<file path="src/rtl/sevenseg_pkg.sv">
// Font table and sizing helpers for the multiplexed seven-segment display driver.
package sevenseg_pkg;

    // Segment patterns with lit = 1, bit0 = a ... bit6 = g, indexed by hex nibble.
    localparam logic [6:0] SEG_FONT [16] = '{
        7'h3F, 7'h06, 7'h5B, 7'h4F, 7'h66, 7'h6D, 7'h7D, 7'h07,
        7'h7F, 7'h6F, 7'h77, 7'h7C, 7'h39, 7'h5E, 7'h79, 7'h71
    };

    function automatic logic [6:0] seg_font(input logic [3:0] nib);
        return SEG_FONT[nib];
    endfunction

    function automatic int idx_width(input int n);
        return (n > 1) ? $clog2(n) : 1;
    endfunction

endpackage

</file>
<file path="src/rtl/sevenseg_scan_timer.sv">
// Slot counter and digit index for the display scan; frame_done marks the last slot's wrap.
module sevenseg_scan_timer
    import sevenseg_pkg::*;
#(
    parameter int  NUM_DIGITS = 4,
    parameter int  SLOT_CYC   = 50000,
    localparam int CNT_W      = $clog2(SLOT_CYC),
    localparam int DIG_W      = idx_width(NUM_DIGITS)
) (
    input  logic             clk,
    input  logic             rst_n,
    input  logic             en_i,
    output logic [CNT_W-1:0] slot_cnt_o,
    output logic [DIG_W-1:0] digit_idx_o,
    output logic             frame_done_o
);

    localparam logic [CNT_W-1:0] CNT_LAST = CNT_W'(SLOT_CYC - 1);
    localparam logic [DIG_W-1:0] DIG_LAST = DIG_W'(NUM_DIGITS - 1);

    logic [CNT_W-1:0] cnt_q, cnt_d;
    logic [DIG_W-1:0] dig_q, dig_d;
    logic             wrap;

    assign wrap = en_i && (cnt_q == CNT_LAST);

    // Disabling parks the scan at digit 0, counter 0, so re-enabling starts a clean frame.
    always_comb begin
        cnt_d = cnt_q;
        dig_d = dig_q;
        if (!en_i) begin
            cnt_d = '0;
            dig_d = '0;
        end else if (wrap) begin
            cnt_d = '0;
            dig_d = (dig_q == DIG_LAST) ? '0 : dig_q + 1'b1;
        end else begin
            cnt_d = cnt_q + 1'b1;
        end
    end

    always_ff @(posedge clk or negedge rst_n) begin
        if (!rst_n) begin
            cnt_q <= '0;
            dig_q <= '0;
        end else begin
            cnt_q <= cnt_d;
            dig_q <= dig_d;
        end
    end

    assign slot_cnt_o   = cnt_q;
    assign digit_idx_o  = dig_q;
    assign frame_done_o = wrap && (dig_q == DIG_LAST);

endmodule

</file>
<file path="src/rtl/sevenseg_scan_driver.sv">
// Multiplexed seven-segment driver: pending/display double buffer, leading-zero
// suppression, blanking at each slot start and registered segment/digit outputs.
module sevenseg_scan_driver
    import sevenseg_pkg::*;
#(
    parameter int NUM_DIGITS     = 4,
    parameter int SLOT_CYC       = 50000,
    parameter int BLANK_CYC      = 500,
    parameter bit SEG_ACTIVE_LOW = 1'b1,
    parameter bit AN_ACTIVE_LOW  = 1'b1
) (
    input  logic                    clk,
    input  logic                    rst_n,
    input  logic                    en,
    input  logic [4*NUM_DIGITS-1:0] value,
    input  logic [NUM_DIGITS-1:0]   dp_in,
    input  logic                    lz_blank,
    input  logic                    load,
    output logic [6:0]              sevenseg,
    output logic                    decout,
    output logic [NUM_DIGITS-1:0]   an,
    output logic                    frame_done
);

    localparam int CNT_W = $clog2(SLOT_CYC);
    localparam int DIG_W = idx_width(NUM_DIGITS);

    // XOR masks turning lit = 1 patterns into pin polarity; also the dark values.
    localparam logic [6:0]            SEG_OFF = SEG_ACTIVE_LOW ? 7'h7F : 7'h00;
    localparam logic                  DP_OFF  = SEG_ACTIVE_LOW;
    localparam logic [NUM_DIGITS-1:0] AN_OFF  = AN_ACTIVE_LOW ? {NUM_DIGITS{1'b1}} : '0;

    logic [CNT_W-1:0]        slot_cnt;
    logic [DIG_W-1:0]        digit_idx;
    logic                    in_blank;

    logic [4*NUM_DIGITS-1:0] pend_val_q, pend_val_d, disp_val_q, disp_val_d;
    logic [NUM_DIGITS-1:0]   pend_dp_q, pend_dp_d, disp_dp_q, disp_dp_d;
    logic                    pend_lz_q, pend_lz_d, disp_lz_q, disp_lz_d;

    logic [NUM_DIGITS-1:0]   lz_hide;
    logic                    upper_zero;
    logic [NUM_DIGITS-1:0]   an_lit;
    logic [6:0]              seg_lit;
    logic                    dec_lit;

    logic [6:0]              seg_q, seg_d;
    logic                    dec_q, dec_d;
    logic [NUM_DIGITS-1:0]   an_q, an_d;

    sevenseg_scan_timer #(
        .NUM_DIGITS (NUM_DIGITS),
        .SLOT_CYC   (SLOT_CYC)
    ) u_timer (
        .clk          (clk),
        .rst_n        (rst_n),
        .en_i         (en),
        .slot_cnt_o   (slot_cnt),
        .digit_idx_o  (digit_idx),
        .frame_done_o (frame_done)
    );

    if (BLANK_CYC == 0) begin : g_no_blank
        assign in_blank = 1'b0;
    end else begin : g_blank
        assign in_blank = (slot_cnt < CNT_W'(BLANK_CYC));
    end

    // Display registers only change at frame end, so a frame never mixes old and new data.
    always_comb begin
        pend_val_d = pend_val_q;
        pend_dp_d  = pend_dp_q;
        pend_lz_d  = pend_lz_q;
        disp_val_d = disp_val_q;
        disp_dp_d  = disp_dp_q;
        disp_lz_d  = disp_lz_q;
        if (load) begin
            pend_val_d = value;
            pend_dp_d  = dp_in;
            pend_lz_d  = lz_blank;
        end
        if (frame_done) begin
            disp_val_d = pend_val_q;
            disp_dp_d  = pend_dp_q;
            disp_lz_d  = pend_lz_q;
        end
    end

    // Digit i is hidden when it and every more significant nibble are zero; digit 0 never is.
    always_comb begin
        upper_zero = 1'b1;
        lz_hide    = '0;
        for (int i = NUM_DIGITS - 1; i >= 1; i--) begin
            upper_zero = upper_zero && (disp_val_q[4*i +: 4] == 4'h0);
            lz_hide[i] = disp_lz_q && upper_zero;
        end
    end

    always_comb begin
        an_lit  = '0;
        seg_lit = '0;
        dec_lit = 1'b0;
        if (en && !in_blank) begin
            for (int i = 0; i < NUM_DIGITS; i++) begin
                if (digit_idx == DIG_W'(i)) begin
                    an_lit[i] = 1'b1;
                    dec_lit   = disp_dp_q[i];
                    seg_lit   = lz_hide[i] ? 7'h00 : seg_font(disp_val_q[4*i +: 4]);
                end
            end
        end
    end

    assign seg_d = seg_lit ^ SEG_OFF;
    assign dec_d = dec_lit ^ DP_OFF;
    assign an_d  = an_lit ^ AN_OFF;

    always_ff @(posedge clk or negedge rst_n) begin
        if (!rst_n) begin
            pend_val_q <= '0;
            pend_dp_q  <= '0;
            pend_lz_q  <= 1'b0;
            disp_val_q <= '0;
            disp_dp_q  <= '0;
            disp_lz_q  <= 1'b0;
            seg_q      <= SEG_OFF;
            dec_q      <= DP_OFF;
            an_q       <= AN_OFF;
        end else begin
            pend_val_q <= pend_val_d;
            pend_dp_q  <= pend_dp_d;
            pend_lz_q  <= pend_lz_d;
            disp_val_q <= disp_val_d;
            disp_dp_q  <= disp_dp_d;
            disp_lz_q  <= disp_lz_d;
            seg_q      <= seg_d;
            dec_q      <= dec_d;
            an_q       <= an_d;
        end
    end

    assign sevenseg = seg_q;
    assign decout   = dec_q;
    assign an       = an_q;

endmodule

</file>
<file path="config.mk">
export PLATFORM = sky130hd
export DESIGN_NAME = sevenseg_scan_driver
export DESIGN_NICKNAME = d
export VERILOG_FILES = /design/src/rtl/sevenseg_pkg.sv /design/src/rtl/sevenseg_scan_timer.sv /design/src/rtl/sevenseg_scan_driver.sv
export SDC_FILE = /design/constraint.sdc
export NUM_CORES = 1
export LEC_CHECK = 0
export BUFFER_PORTS_ARGS = -buffer_cell sky130_fd_sc_hd__buf_2
export CAP_MARGIN = 20
export CELL_PAD_IN_SITES_DETAIL_PLACEMENT = 2
export CELL_PAD_IN_SITES_GLOBAL_PLACEMENT = 2
export CORE_ASPECT_RATIO = 0.6
export CORE_UTILIZATION = 25
export DETAILED_ROUTE_END_ITERATION = 6
export GPL_TIMING_DRIVEN = 0
export PLACE_DENSITY_LB_ADDON = 0.08
export SYNTH_ARGS = -nofsm -noshare
export SYNTH_HDL_FRONTEND = slang
export SYNTH_SLANG_ARGS = --single-unit
export TNS_END_PERCENT = 1
</file>
<file path="constraint.sdc">
create_clock -name clk -period 3.9 [get_ports clk]
set_input_delay 0.195 -clock clk [delete_from_list [all_inputs] [get_ports clk]]
set_output_delay 0.195 -clock clk [all_outputs]
set_load 0.03 [all_outputs]
</file>
Word-level counts from Yosys, hierarchy flattened
Memory sizes are Yosys's and may differ from the RTL's.
Cells that the tools add are included.
W data, S select, Z words.
{"block": "classes", "n_reduce_logical": 13, "magnitude_cmp": 5, "n_eq_ne": 5, "n_bitwise": 7, "n_addsub": 2, "muxes": 31}
{"cell": "$mux W7", "count": 16}
{"cell": "$mux W16", "count": 2}
{"cell": "$ge A5 B5 Y1 const B", "count": 4}
{"cell": "$not A4 Y5", "count": 4}
{"cell": "$add A16 B1 Y16 const B", "count": 1}
{"cell": "$eq A16 B16 Y1 const B", "count": 1}
{"cell": "$lt A16 B9 Y1 const B", "count": 1}
{"cell": "$logic_not A4 Y1", "count": 3}
{"cell": "$mux W1", "count": 9}
{"cell": "$logic_and A1 B1 Y1", "count": 8}
{"cell": "$not A7 Y7", "count": 1}
{"cell": "$mux W2", "count": 3}
{"cell": "$eq A2 B2 Y1 const B", "count": 2}
{"cell": "$mux W4", "count": 1}
{"cell": "$not A4 Y4", "count": 1}
{"cell": "$add A2 B1 Y2 const B", "count": 1}
{"cell": "$eq A2 B1 Y1 const B", "count": 1}
{"cell": "$logic_not A2 Y1", "count": 1}
{"cell": "$ne A2 B1 Y1 const B", "count": 1}
{"cell": "$logic_not A1 Y1", "count": 1}
{"cell": "$not A1 Y1", "count": 1}
{"block": "word_totals", "ff_bits": 72, "wordCells": 78, "input_bits": 25, "n_memories": 4, "mem_bits_ro": 448}
{"name": "(no name shown)", "depth": 16, "width": 7, "read_ports": 1, "rd_ports_with_merged_regs": 0, "wr": 0, "line": "sevenseg_pkg.sv:11", "source": "return SEG_FONT[nib];"}
{"name": "(no name shown)", "depth": 16, "width": 7, "read_ports": 1, "rd_ports_with_merged_regs": 0, "wr": 0, "line": "sevenseg_pkg.sv:11"}
{"name": "(no name shown)", "depth": 16, "width": 7, "read_ports": 1, "rd_ports_with_merged_regs": 0, "wr": 0, "line": "sevenseg_pkg.sv:11"}
{"name": "(no name shown)", "depth": 16, "width": 7, "read_ports": 1, "rd_ports_with_merged_regs": 0, "wr": 0, "line": "sevenseg_pkg.sv:11"}

Longest topological paths before layout
Gate-level depths: netlist (run 1).
{"block": "depth", "word_depth": 10, "ltp_mapped": 9}

Modules after synthesis
A second synthesis (run 1) with hierarchy kept.
{"block": "unflattened", "hier_cells": 388, "hier_area_um2": 4098.9}
{"module": "sevenseg_scan_driver", "instances": 1, "cells_each": 300, "area_each_um2": 3196.8}
{"module": "sevenseg_scan_timer", "instances": 1, "cells_each": 88, "area_each_um2": 902.1}

Worst setup path before layout (run 1)
No wires, ideal clock.
{"block": "synth_timing", "kind": "flip-flop to flip-flop", "start": "register u_timer.cnt_q[11] (netlist: u_timer.slot_cnt_o[11])", "end": "register disp_dp_q[0]", "path_slack_ns": 1.980, "required_time_ns": 3.775, "path_stages_with_launch": 6, "period_less_slack_ns": 1.920, "path_buffers": 1, "t_arrival_ns": 1.795, "setup_time_ns": 0.125, "path_cell_list": "dfrtp_1 > or4_4 > nor4_2 > nand3_2 > buf_6 > mux2_4"}
{"block": "synth_via", "elab_chain_cells": 3}
{"element": "from (decl)", "line": "sevenseg_scan_timer.sv:21", "source": "logic [CNT_W-1:0] cnt_q, cnt_d;"}
{"element": "from (signal assigned)", "line": "sevenseg_scan_timer.sv:47", "source": "cnt_q <= cnt_d;"}
{"element": "$eq A16 B16 Y1", "line": "sevenseg_scan_timer.sv:25", "source": "assign wrap = en_i && (cnt_q == CNT_LAST);"}
{"element": "$logic_and A1 B1 Y1", "line": "sevenseg_scan_timer.sv:25"}
{"element": "$logic_and A1 B1 Y1", "line": "sevenseg_scan_timer.sv:54", "source": "assign frame_done_o = wrap && (dig_q == DIG_LAST);"}
{"element": "to (signal assigned)", "line": "sevenseg_scan_driver.sv:134", "source": "disp_dp_q <= disp_dp_d;"}
{"element": "to (decl)", "line": "sevenseg_scan_driver.sv:38", "source": "logic [NUM_DIGITS-1:0] pend_dp_q, pend_dp_d, disp_dp_q, disp_dp_d;"}
Every way passes these cells.
A chain may end at the register's enable or synchronous reset.

Worst setup path after layout (run 1)
{"block": "layout_timing", "start": "register disp_val_q[8]", "end": "register seg_q[5] (netlist: sevenseg[5])"}
{"block": "layout_via", "elab_chain_cells": 10, "word_cells_on_any_way": 16, "cone_classes": "mux: 8; bitwise: 2; reduce/logical: 5; memory: 1"}
{"element": "from (decl)", "line": "sevenseg_scan_driver.sv:37", "source": "logic [4*NUM_DIGITS-1:0] pend_val_q, pend_val_d, disp_val_q, disp_val_d;"}
{"element": "from (signal assigned)", "line": "sevenseg_scan_driver.sv:133", "source": "disp_val_q <= disp_val_d;"}
{"element": "branches (longest 6 deep; another with $mem_v2 Z16 W7)"}
{"element": "$mux W7 (*) (2 in series)", "line": "sevenseg_scan_driver.sv:105", "source": "if (digit_idx == DIG_W'(i)) begin"}
{"element": "$mux W7 (*)", "line": "sevenseg_scan_driver.sv:103", "source": "if (en && !in_blank) begin"}
{"element": "$not A7 Y7 (no line) (*)"}
{"element": "net seg_d[5]", "line": "sevenseg_scan_driver.sv:47", "source": "logic [6:0] seg_q, seg_d;"}
{"element": "to (signal assigned)", "line": "sevenseg_scan_driver.sv:136", "source": "seg_q <= seg_d;"}
{"element": "to (decl)", "line": "sevenseg_scan_driver.sv:47"}
Mark *: on every way through the listed nets, which the timed path passes. The select of a mux whose other input is x is not followed.

==> flow_metrics.py, run 1 <==
metrics = {
    "global_route": {
        "gr-usage-all-layers_pct": 15.1,
        "first_global_vias": 3385,
        "grt_pass1_wl_um": 20300,
        "grt_overflow": 0,
        "antenna_found_initial": 0,
        "grt_start_max_net_pins": 38,
    },
    "timing": {
        "period_minus_slack_ps": 2710,
        "skew_ps": 6.85,
        "final.setup.tns_ps": 0,
        "hold_violations": 0,
        "slew_headroom_pct": 45.2,
        "drv_slew": 0,
        "min_period_over_period_pct": 69.4,
        "grt_setup_unrepaired": "no",
        "fin_ws_ps": 1190,
        "tightest_slew_ps": 812,
        "holdWs_ps": 83.9,
        "fmax_mhz": 370,
        "setup_viol": 0,
    },
    "placed_design": {
        "hpwlAfterDp_um": 9600,
        "gp_congestion": 0.784,
        "dp_slack_ps": 1320,
        "placed_cell_area_um2": 4830,
        "dp_cells": 657,
        "port_buffers": 37,
    },
    "setup_path": {
        "start_kind": "register",
        "crit_arrival_ps": 2950,
        "critPathRequiredTime_ps": 4150,
        "worstSetupPathType": "reg2reg",
        "crit_fanout": 5,
        "critPathCaptureType": "register",
    },
    "synthesis": {
        "synth_edf_count": 0,
        "synth_adder_area_share_pct": 8.37,
        "synth.most_common_cell": "dfrtp_1",
        "synth_compound_area_share_pct": 10.4,
        "avgSynthCellArea_um2": 11.1,
        "synth.distinct_cells": 64,
        "synth_top_family_by_area": "simple AND/OR/NAND/NOR gates",
        "syn_area_um2": 4330,
        "synth_flop_cell": "dfrtp_1",
        "yosysTopAreaCell": "dfrtp_1",
        "ys_warn_count": 0,
        "ys_ff_latch": 72,
        "synthXorXnorAreaFrac_pct": 2.83,
        "ys_seq_area_share_pct": 41.9,
        "yosys.area.top_type_share_pct": 34.6,
        "synth_common_cells": "dfrtp_1 (60), ha_1 (29), nor2_1 (28)",
        "synth_cells": 391,
        "synth_simple_gate_area_share_pct": 15.4,
        "async_flop_share_pct": 100,
        "synth_nets": 445,
        "ys_top_cells_by_area": "dfrtp_1 (35%), ha_1 (8.4%), dfstp_2 (7.3%)",
        "synth_mux_area_share_pct": 15.2,
    },
    "floorplan": {
        "die_y_um": 104,
        "die_w_um": 172,
        "die_area_um2": 17900,
        "rows": 36,
        "start_util_pct": 26.1,
        "io_pins": 38,
        "core-area_um2": 16600,
    },
    "final_layout": {
        "finish.net_count": 495,
        "antenna_cells": 0,
        "syn_to_final_growth_pct": 19.1,
        "layout-drive-gt1-share_pct": 30.5,
        "stdcell_count": 674,
        "design_area_um2": 5160,
    },
    "route": {
        "wl_per_cell_um": 18.6,
        "drt_iter0_markers": 147,
        "postRouteAntennaNets": 0,
        "via_per_inst": 4.73,
        "wirelength_um": 12600,
        "dr.pass1.iters": 4,
        "drc": 0,
        "via_count": 3185,
    },
    "clocking": {
        "clk_root_buffer_cell": "clkbuf_16",
        "numCtsBuffers": 9,
        "clock-sinks": 72,
        "cts_max_level": 3,
        "clk_latency_ps": 340,
        "cts_tree": "done",
        "max-clock-path-buffers": 2,
        "clkTransAtPathRegs_ps": 60,
        "cts_resized": 0,
    },
    "hold_path": {
        "min_path_type": "in2reg",
    },
    "pwr": {
        "power.density_nw_per_um2": 344,
        "vdd.ir_drop.worst_uv": 137,
        "p_leak_nw": 2.24,
    },
    "job": {
        "maxCapViolCount": 0,
    },
    "run_status": {
        "outcome": "completed",
    },
}
-- flip-flops by register name (all words and copies together), names as in the netlist --
register and cells:
sevenseg 7, disp_dp_q 4, u_timer.digit_idx_o 2, an 4, disp_lz_q 1, pend_lz_q 1, decout 1, pend_dp_q 4
u_timer.slot_cnt_o 16, pend_val_q 16, disp_val_q 16
-- power breakdown --
group          switching, W  total [W]  internal [W]
Combinational     0.0000368  0.0000735     0.0000367
Clock              0.000340   0.000918      0.000577
Sequential        0.0000139   0.000786      0.000772
Total              0.000391    0.00178       0.00139
-- per-layer routing --
| metal | GRT usage, % | vias up | share of wire, % |
|---|---|---|---|
| met3 | 3.16 | 12 | 3.4 |
| met5 | 0 | - | 0 |
| met1 | 24.5 | 1639 | 57 |
| met2 | 19.7 | 43 | 39 |
| met4 | 3.35 | 0 | 0.80 |
| li1 | - | 1491 | - |
-- layout make-up --
type,count,area (um^2)
buffer,22,195
fill,1862,11400
clock buffer,11,243
tap,228,285
timing repair buffer,39,218
clock inverter,5,80.1
inverter,16,60.1
sequential,72,1820
multi-input combinational,281,2260
-- worst paths after layout --
kind / slack [ps] / end / from / depth (start not counted)
max reg2reg: 1190 / sevenseg[5]$_DFF_PN1_ / disp_val_q[8]$_DFFE_PN0P_ / 7
max: 1190 / sevenseg[5]$_DFF_PN1_ / disp_val_q[8]$_DFFE_PN0P_ / 7
min: 80 / pend_val_q[7]$_DFFE_PN0P_ / value[7] / 2
min reg2reg: 490 / u_timer.slot_cnt_o[0]$_DFF_PN0_ / u_timer.slot_cnt_o[0]$_DFF_PN0_ / 1
min in group asynchronous: 360 / u_timer.slot_cnt_o[3]$_DFF_PN0_ / rst_n / 2
max in group asynchronous: 2900 / sevenseg[1]$_DFF_PN1_ / rst_n / 3
-- stage by stage --
step / power, W / utilization, %
2_1_floorplan: 0.000830 / -
3_3_place_gp: 0.000869 / 29.0
3_5_place_dp: 0.000876 / 29.1
4_1_cts: 0.00182 / 31.1
5_1_grt: 0.00185 / 31.1
6_report: 0.00178 / 31.1
-- layout by cell type (no fill, tap or decap), drive strengths merged, types with 7 or more instances in the layout --
cell type	n
nor3	8
a21oi	10
clkbuf	22
mux2	47
buf	48
nor2	28
nor2b	14
ha	29
nand2	26
and3	7
o21ai	13
xor2	11
nand3	9
dfstp	12
nand2b	10
dfrtp	60
inv	16
-- critical path: stages, from the launching register on --
cell and delay, ps:
dfrtp_1 430, inv_1 170, ha_1 200, nor3b_1 510
nand4_1 310, a311oi_1 650, a311oi_1 90, o21ai_0 260
-- logic make-up (layout without fill, tap and decap cells) --
kind of cell / Yosys count / after routing
AO/OA/AOI/OAI: 62 / 62
multiplexers: 51 / 51
buffers and inverters: 38 / 93
flip-flops: 72 / 72
XOR/XNOR: 14 / 14
AND/OR/NAND/NOR: 125 / 125
adder cells (fa/ha/maj): 29 / 29
-- timing repair --
action	CTS	global route
buffers inserted	0	0
hold buffers	1	0
hold endpoints to repair	28	0
Note: power is estimated with default switching activity, not from simulation.
==> run 2: changes to the inputs <==
--- a/config.mk
+++ b/config.mk
@@ -5,6 +5,7 @@
 export SDC_FILE = /design/constraint.sdc
 export NUM_CORES = 1
 export LEC_CHECK = 0
+export ABC_AREA = 1
 export BUFFER_PORTS_ARGS = -buffer_cell sky130_fd_sc_hd__buf_2
 export CAP_MARGIN = 20
 export CELL_PAD_IN_SITES_DETAIL_PLACEMENT = 2
==> constraint.sdc (replaced) <==
create_clock -name clk -period 2.66 [get_ports clk]
set_input_delay 0.133 -clock clk [delete_from_list [all_inputs] [get_ports clk]]
set_output_delay 0.133 -clock clk [all_outputs]
set_load 0.03 [all_outputs]
==> run 2 against run 1 <==
  * Critical path depth rose by 2
  * Sequential power rose by 45%
  * Utilization rose by 0.48 points
==> flow_metrics.py, run 2 <==
metrics = {
    "run_status": {
        "outcome": "completed",
    },
    "clocking": {
        "max-clock-path-buffers": 2,
        "numCtsBuffers": 9,
        "cts_tree": "done",
        "cts_max_level": 3,
        "clk_latency_ps": 350,
        "clk_root_buffer_cell": "clkbuf_16",
        "clock-sinks": 72,
        "clkTransAtPathRegs_ps": 60,
    },
    "synthesis": {
        "ys_top_cells_by_area": "dfrtp_1 (34%), nand2_1 (12%), ha_1 (8.3%)",
        "ys_seq_area_share_pct": 41.7,
        "synth_common_cells": "nand2_1 (138), nor2_1 (69), inv_1 (65)",
        "avgSynthCellArea_um2": 7.71,
        "syn_area_um2": 4360,
        "synth_edf_count": 0,
        "yosysTopAreaCell": "dfrtp_1",
        "synth.distinct_cells": 32,
        "ys_warn_count": 0,
        "synth.most_common_cell": "nand2_1",
        "ys_ff_latch": 72,
        "async_flop_share_pct": 100,
        "yosys.area.top_type_share_pct": 34.5,
        "synth_nets": 619,
        "synth_flop_cell": "dfrtp_1",
        "synth_cells": 565,
    },
    "floorplan": {
        "die_w_um": 172,
        "start_util_pct": 26.2,
        "rows": 36,
        "io_pins": 38,
        "core-area_um2": 16600,
        "die_y_um": 104,
        "die_area_um2": 18000,
    },
    "placed_design": {
        "hpwlAfterDp_um": 11100,
        "gp_congestion": 0.792,
        "dp_slack_ps": 665,
        "dp_cells": 831,
        "port_buffers": 37,
    },
    "route": {
        "wl_per_cell_um": 16.2,
        "wirelength_um": 13900,
        "postRouteAntennaNets": 0,
        "via_per_inst": 4.51,
        "drt_iter0_markers": 137,
        "dr.pass1.iters": 4,
        "via_count": 3868,
        "drc": 0,
    },
    "timing": {
        "final.setup.tns_ps": 0,
        "holdWs_ps": 4.86,
        "period_minus_slack_ps": 2180,
        "fin_ws_ps": 478,
        "grt_setup_unrepaired": "no",
        "drv_slew": 0,
        "tightest_slew_ps": 670,
        "setup_viol": 0,
        "min_period_over_period_pct": 82.0,
        "hold_violations": 0,
        "fmax_mhz": 458,
        "slew_headroom_pct": 55.3,
        "skew_ps": 8.75,
    },
    "global_route": {
        "grt_start_max_net_pins": 38,
        "gr-usage-all-layers_pct": 16.4,
        "antenna_found_initial": 0,
        "grt_overflow": 0,
        "grt_pass1_wl_um": 22500,
        "first_global_vias": 4092,
    },
    "final_layout": {
        "final_common_cell": "nand2_1",
        "final_cell_mix": "nand2_1 (138), nor2_1 (69), inv_1 (65), dfrtp_1 (60), nand3_1 (50)",
        "antenna_cells": 0,
        "stdcell_count": 858,
        "finish.net_count": 679,
        "layout-drive-gt1-share_pct": 18.3,
        "fillers": 1937,
        "syn_to_final_growth_pct": 20.6,
    },
    "setup_path": {
        "worstSetupPathType": "reg2out",
        "critPathCaptureType": "output pin",
        "crit_arrival_ps": 2050,
        "start_kind": "register",
        "rr_worst_depth": 9,
        "critPathRequiredTime_ps": 2530,
        "crit_fanout": 10,
    },
    "job": {
        "maxCapViolCount": 0,
    },
    "pwr": {
        "p_leak_nw": 2.45,
        "vdd.ir_drop.worst_uv": 244,
        "power.density_nw_per_um2": 477,
    },
    "hold_path": {
        "hold_path_depth": 3,
        "min_path_type": "in2reg",
    },
}
-- run 2: through the flow --
stage               utilization (%)  power, W  area, um^2
floorplan                         -   0.00121        4360
global placement               29.0   0.00127        4830
detailed placement             29.2   0.00128        4850
CTS                            31.6   0.00255        5250
global route                   31.6   0.00260        5250
finish                         31.6   0.00250        5250
-- run 2: critical path, stage by stage (launching register included) --
cell and delay [ps]:
dfrtp_1 380, ha_1 190, nand2_2 80, nor2_4 200
inv_2 80, nor2_4 110, nand4_4 190, buf_6 220
inv_1 50, buf_2 180
-- run 2: power by group --
group          internal [W]  switching (W)  total, W
clock network      0.000726       0.000512   0.00124
registers           0.00113      0.0000104   0.00114
logic             0.0000444      0.0000832  0.000128
-- run 2: cells by family after synthesis --
kind of cell	synth area share [%]
and+or+nand+nor	27.4
AOI/OAI and AO/OA	12.8
buffers and inverters	9.08
DFF	41.7
adders and majority gates	8.33
xor gates and xnor gates	0.603
-- run 2: layer usage --
layer	vias up	global-route usage, %	part of all wire [%]
met4	0	3.98	0.99
li1	1914	-	-
met5	-	0	0
met1	1909	25.7	57
met2	34	22.1	39
met3	11	3.42	2.2
-- run 2: area by class of cell --
type	count	area (um^2)	area share, %
clock inverters	7	70.1	1.33
inverters	73	274	5.22
repair buffers	49	318	6.05
multi-input cells	402	2140	40.8
plain buffers	18	121	2.31
well taps	228	285	5.43
clock buffers	9	225	4.29
flip-flops and latches	72	1820	34.6
-- run 2: repair_timing --
item	4_1_cts	5_1_grt
gates resized for setup	0	0
buffers inserted	0	0
hold endpoints to repair	33	0
hold buffers	11	0
-- run 2: path summary, 6_finish.rpt --
check	from	endpoint	slack, ps
max	u_timer.slot_cnt_o[0]$_DFF_PN0_	frame_done	480
min	value[10]	pend_val_q[10]$_DFFE_PN0P_	5
max reg2reg	u_timer.digit_idx_o[1]$_DFFE_PN0P_	sevenseg[3]$_DFF_PN1_	700
min reg2reg	u_timer.slot_cnt_o[0]$_DFF_PN0_	u_timer.slot_cnt_o[0]$_DFF_PN0_	470
max in group asynchronous	rst_n	disp_dp_q[1]$_DFFE_PN0P_	1770
min in group asynchronous	rst_n	u_timer.slot_cnt_o[10]$_DFF_PN0_	300
